===== src/rtl/coin_pkg.sv =====
// Shared encodings for the change dispenser: FSM states, dispense commands
// and the value of each command in nickel units.
package coin_pkg;

  typedef enum logic [2:0] {
    S_IDLE,
    S_LOAD,
    S_CHECK,
    S_DRIVE,
    S_DONE
  } state_t;

  typedef enum logic [1:0] {
    CMD_NONE,
    CMD_NICKEL,
    CMD_DIME,
    CMD_TWO_DIME
  } cmd_t;

  localparam int NICKEL_U   = 1;
  localparam int DIME_U     = 2;
  localparam int TWO_DIME_U = 4;

endpackage


===== src/rtl/change_planner.sv =====
// Greedy coin selector: picks the largest allowed command that fits in the
// remaining amount and returns the amount left after issuing it.
module change_planner
  import coin_pkg::*;
#(
  parameter int AMT_W        = 8,
  parameter bit USE_TWO_DIME = 1'b1
) (
  input  logic [AMT_W-1:0] remaining,
  output cmd_t             cmd,
  output logic [AMT_W-1:0] next_remaining
);

  always_comb begin
    // NOTE: defaults first so every path assigns every output; a missed path would infer a latch.
    cmd            = CMD_NONE;
    next_remaining = remaining;
    if (USE_TWO_DIME && remaining >= AMT_W'(TWO_DIME_U)) begin
      cmd            = CMD_TWO_DIME;
      next_remaining = remaining - AMT_W'(TWO_DIME_U);
    end else if (remaining >= AMT_W'(DIME_U)) begin
      cmd            = CMD_DIME;
      next_remaining = remaining - AMT_W'(DIME_U);
    end else if (remaining != '0) begin
      cmd            = CMD_NICKEL;
      next_remaining = remaining - AMT_W'(NICKEL_U);
    end
  end

endmodule


===== src/rtl/change_dispenser.sv =====
// Sequencer in front of coin_counter: turns restocks into a one-cycle load and
// change requests into greedy one-hot dispense commands, one per two cycles.
module change_dispenser
  import coin_pkg::*;
#(
  parameter int AMT_W        = 8,
  parameter int CNT_W        = 8,
  parameter bit USE_TWO_DIME = 1'b1
) (
  input  logic             clk,
  input  logic             reset_n,
  input  logic             req_valid,
  input  logic [AMT_W-1:0] req_amount,
  output logic             req_ready,
  input  logic             restock_valid,
  input  logic [CNT_W-1:0] restock_nickels,
  input  logic [CNT_W-1:0] restock_dimes,
  output logic             restock_ready,
  output logic             done,
  output logic             done_ok,
  output logic [AMT_W-1:0] done_remaining,
  output logic             busy,
  input  logic             empty,
  output logic             load,
  output logic [CNT_W-1:0] nickels,
  output logic [CNT_W-1:0] dimes,
  output logic             nickel_out,
  output logic             dime_out,
  output logic             two_dime_out
);

  state_t           state;
  logic [AMT_W-1:0] remaining;
  cmd_t             plan_cmd;
  logic [AMT_W-1:0] plan_next;

  change_planner #(
    .AMT_W       (AMT_W),
    .USE_TWO_DIME(USE_TWO_DIME)
  ) u_planner (
    .remaining     (remaining),
    .cmd           (plan_cmd),
    .next_remaining(plan_next)
  );

  // Handshake outputs may look at inputs; the coin_counter side is flops only.
  assign busy          = (state != S_IDLE);
  assign restock_ready = (state == S_IDLE);
  assign req_ready     = (state == S_IDLE) && !restock_valid;

  always_ff @(posedge clk or negedge reset_n) begin
    if (!reset_n) begin
      state          <= S_IDLE;
      remaining      <= '0;
      load           <= 1'b0;
      nickels        <= '0;
      dimes          <= '0;
      nickel_out     <= 1'b0;
      dime_out       <= 1'b0;
      two_dime_out   <= 1'b0;
      done           <= 1'b0;
      done_ok        <= 1'b0;
      done_remaining <= '0;
    end else begin
      // NOTE: non-blocking throughout so every flop samples pre-edge values.
      load         <= 1'b0;
      nickel_out   <= 1'b0;
      dime_out     <= 1'b0;
      two_dime_out <= 1'b0;
      done         <= 1'b0;
      case (state)
        S_IDLE: begin
          if (restock_valid) begin
            nickels <= restock_nickels;
            dimes   <= restock_dimes;
            load    <= 1'b1;
            state   <= S_LOAD;
          end else if (req_valid) begin
            remaining <= req_amount;
            state     <= S_CHECK;
          end
        end
        S_LOAD:  state <= S_IDLE;
        S_CHECK: begin
          // Zero remaining wins over empty: a fully paid request is a success.
          if (remaining == '0) begin
            done           <= 1'b1;
            done_ok        <= 1'b1;
            done_remaining <= '0;
            state          <= S_DONE;
          end else if (empty) begin
            done           <= 1'b1;
            done_ok        <= 1'b0;
            done_remaining <= remaining;
            state          <= S_DONE;
          end else begin
            nickel_out   <= (plan_cmd == CMD_NICKEL);
            dime_out     <= (plan_cmd == CMD_DIME);
            two_dime_out <= (plan_cmd == CMD_TWO_DIME);
            remaining    <= plan_next;
            state        <= S_DRIVE;
          end
        end
        S_DRIVE: state <= S_CHECK;
        S_DONE:  state <= S_IDLE;
        default: state <= S_IDLE;
      endcase
    end
  end

endmodule


===== config.mk =====
export PLATFORM = sky130hd
export DESIGN_NAME = change_dispenser
export DESIGN_NICKNAME = d
export VERILOG_FILES = /design/src/rtl/coin_pkg.sv /design/src/rtl/change_planner.sv /design/src/rtl/change_dispenser.sv
export SDC_FILE = /design/constraint.sdc
export NUM_CORES = 1
export LEC_CHECK = 0
export CAP_MARGIN = 20
export CORE_MARGIN = 1.5
export CORE_UTILIZATION = 44
export CTS_CLUSTER_DIAMETER = 60
export DETAILED_ROUTE_END_ITERATION = 7
export GPL_ROUTABILITY_DRIVEN = 0
export GPL_TIMING_DRIVEN = 1
export PLACE_DENSITY_LB_ADDON = 0.2
export SLEW_MARGIN = 0
export SYNTH_ARGS = -nofsm -noshare
export SYNTH_HDL_FRONTEND = slang
export SYNTH_SLANG_ARGS = --single-unit

===== constraint.sdc =====
create_clock -name clk -period 3.1 [get_ports clk]
set_input_delay 0.31 -clock clk [delete_from_list [all_inputs] [get_ports clk]]
set_output_delay 0.31 -clock clk [all_outputs]
set_load 0.1 [all_outputs]

==> metrics.md <==
| Metric | Value |
|---|---|
| Max Freq | `430 MHz` |
| Routed vias | `1600` |
| Initial antenna violation count | `0` |
| IO Port Bufs | `61` |
| Antenna viol nets, final | `0` |
| Die Width | `70.9 µm` |
| FF+latch count, synth | `41` |
| Fin area | `0.00279 mm²` |
| Reg area | `0.00103 mm²` |
| Slew Viols, Final | `0` |
| Critical path arrival | `2.49 ns` |
| Die ar. | `0.00503 mm²` |
| Final setup fails | `0` |
| Synth area leaders | `dfrtp_1 (51%), mux2_2 (11%), ha_1 (4.9%), a22o_1 (2.6%), o21ai_0 (2.5%)` |
| Cell Area, Placed | `0.00268 mm²` |
| Die height | `70.9 µm` |
| # rows | `24` |
| WL/cell | `14.1 µm` |
| Worst Tran Pin Value | `0.983 ns` |
| Most frequent cells after synthesis | `dfrtp_1 (41), mux2_2 (19), nor2_1 (13)` |
| Post-CTS Resized | `0` |
| Final net count | `282` |
| Worst endpoint required time | `3.26 ns` |
| Core region area | `0.00438 mm²` |
| Syn_area_per_cell | `11.0 µm²` |
| Tmin final | `2.33 ns` |
| Crit path launch type | `flip-flop` |
| YS warnings | `0` |
| Worst skew pair latency | `0.29 ns` |
| Area grow syn2layout | `37.6%` |
| Layout cell share with drive strength beyond 1 | `0.159` |
| Cell taking the most area after synthesis | `dfrtp_1` |
| Clk root buf | `clkbuf_8` |
| Sequential element share of the synthesized area | `0.505` |
| Initial detailed-routing violation count | `83` |
| Top-count cell post-synth | `dfrtp_1` |
| Number of global-route vias before repair | `1519` |
| Post-CTS Setup Bufs | `0` |
| Mapped Nets | `221` |
| Setup TNS | `0 ns` |
| Max Buffers Root-to-Sink | `2` |
| Top FF cell, synth | `dfrtp_1` |
| Reg clk slew, reported paths | `0.08 ns` |
| Synth unique cells | `41` |
| Ys async rst share | `1.00` |
| Area of the multi-input gates | `940 µm²` |
| Grt total ovfl | `0` |
| Final hold vios | `0` |
| Starting Density | `0.463` |
| CTS tree | `yes` |
| Num CTS Buffers | `5` |
| CTS hold repair buffers | `0` |
| GRT Total Usage | `0.179` |
| TritonCTS Sinks | `41` |
| EDFF count, synth | `0` |
| Yosys top cell area share | `0.505` |
| Critical path class | `reg2reg` |
| Syn Inst Count | `184` |
| Mapped cell area | `0.00203 mm²` |
| TritonRoute pass-1 iters | `4` |
| Clock Skew | `0.00813 ns` |
| DPL Wire Length | `3220 µm` |
| RSZ-0062 raised after global routing | `false` |
| Max Cap Violations | `0` |
| Fillers | `368` |
| Num ports | `62` |
| Worst Path Max Fanout | `9` |
| Hold slack | `0.137 ns` |
| Vias/cell | `5.37` |
| Largest net degree at the start of global routing | `42` |
| Tcrit/Tclk final | `0.751` |
| Rel. slew slack | `0.343` |
| HP Class | `in2async` |
| # diodes | `0` |
| Status | `complete, no violations` |
| Routed WL | `4210 µm` |
| Global-route wire length before repair | `7100 µm` |
| Residual DRC | `0` |
| H-tree depth | `2` |
| Worst setup EP type | `flip-flop` |
==> logic make-up (layout without fill, tap and decap cells) <==
family / after synthesis / in the layout / share of synthesized area
buf+inv: 19 / 81 / 0.0413
mux: 20 / 20 / 0.110
flops: 41 / 41 / 0.505
fa+ha+maj: 8 / 8 / 0.0493
compound gates: 43 / 43 / 0.152
simple gates: 53 / 53 / 0.142
==> path summary, 6_finish.rpt <==
path	cells past startpoint	startpoint	slack (ns)	to
setup / recovery	7	remaining[2]$_DFFE_PN0P_	0.77	remaining[4]$_DFFE_PN0P_
hold / removal	1	reset_n	0.14	done_remaining[7]$_DFFE_PN0P_
setup reg to reg	7	remaining[2]$_DFFE_PN0P_	0.77	remaining[4]$_DFFE_PN0P_
hold reg to reg	2	done_remaining[7]$_DFFE_PN0P_	0.49	done_remaining[7]$_DFFE_PN0P_
max in group asynchronous	1	reset_n	2.42	dime_out$_DFF_PN0_
min in group clk	2	done_remaining[7]$_DFFE_PN0P_	0.49	done_remaining[7]$_DFFE_PN0P_
==> state kept, by name, summed over array words and instances, names as in the netlist <==
| register | flops |
|---|---|
| dime_out | 1 |
| two_dime_out | 1 |
| done_remaining | 8 |
| load | 1 |
| nickels | 8 |
| state | 3 |
| nickel_out | 1 |
| done_ok | 1 |
| remaining | 8 |
| dimes | 8 |
| done | 1 |
==> through the flow <==
| stage | utilization | cells | setup WS, ns |
|---|---|---|---|
| detailed placement | 0.611 | 290 | 0.806 |
| CTS | 0.637 | 298 | 0.793 |
| global route | 0.637 | 298 | 0.476 |
| global placement | 0.611 | 290 | 0.792 |
| floorplan | - | 184 | 0.0613 |
| finish | 0.637 | 298 | 0.772 |
==> layout by cell type, fill, tap and decap left out, types with 2 or more instances in the layout <==
cell             synthesis  layout
clkbuf_8                 0       6
nand2b_1                 2       2
o21ai_0                 10      10
buf_4                    0       4
nor3b_1                  2       2
or3_1                    3       3
and2_1                   3       3
dfrtp_1                 41      41
inv_1                   11      11
a22o_1                   6       6
mux2_2                  19      19
clkdlybuf4s50_1          0      57
nand2_1                 12      12
nand3_1                  2       2
a21oi_1                  8       8
o31ai_1                  4       4
nor2_1                  13      12
ha_1                     8       8
nand3b_1                 2       2
o21ai_1                  2       2
a211oi_1                 3       3
nor3_1                   6       5
==> routing by layer <==
layer | vias up | track usage | wire, µm
met3 | 11 | 0.0484 | 305
met2 | 61 | 0.282 | 1940
li1 | 777 | - | -
met4 | 0 | 0.0755 | 94
met1 | 751 | 0.234 | 1870
met5 | - | 0 | 0
==> worst max-delay path, stage by stage (launching register included) <==
cell       delay (ns)
dfrtp_1          0.48
inv_1            0.20
ha_1             0.26
nand2b_1         0.21
nor3_1           0.55
a31o_2           0.27
a2bb2oi_1        0.14
o21ai_0          0.09
==> layout make-up <==
cell class,instances,area share
Sequential cell,41,0.367
Clock inverter,1,0.0107
Tap cell,52,0.0233
Multi-Input combinational cell,124,0.336
Inverter,11,0.0148
Clock buffer,7,0.0309
Timing Repair Buffer,62,0.217
Power is not shown: default switching activity piles up to over one toggle a cycle in this logic, so the estimate is an artifact.
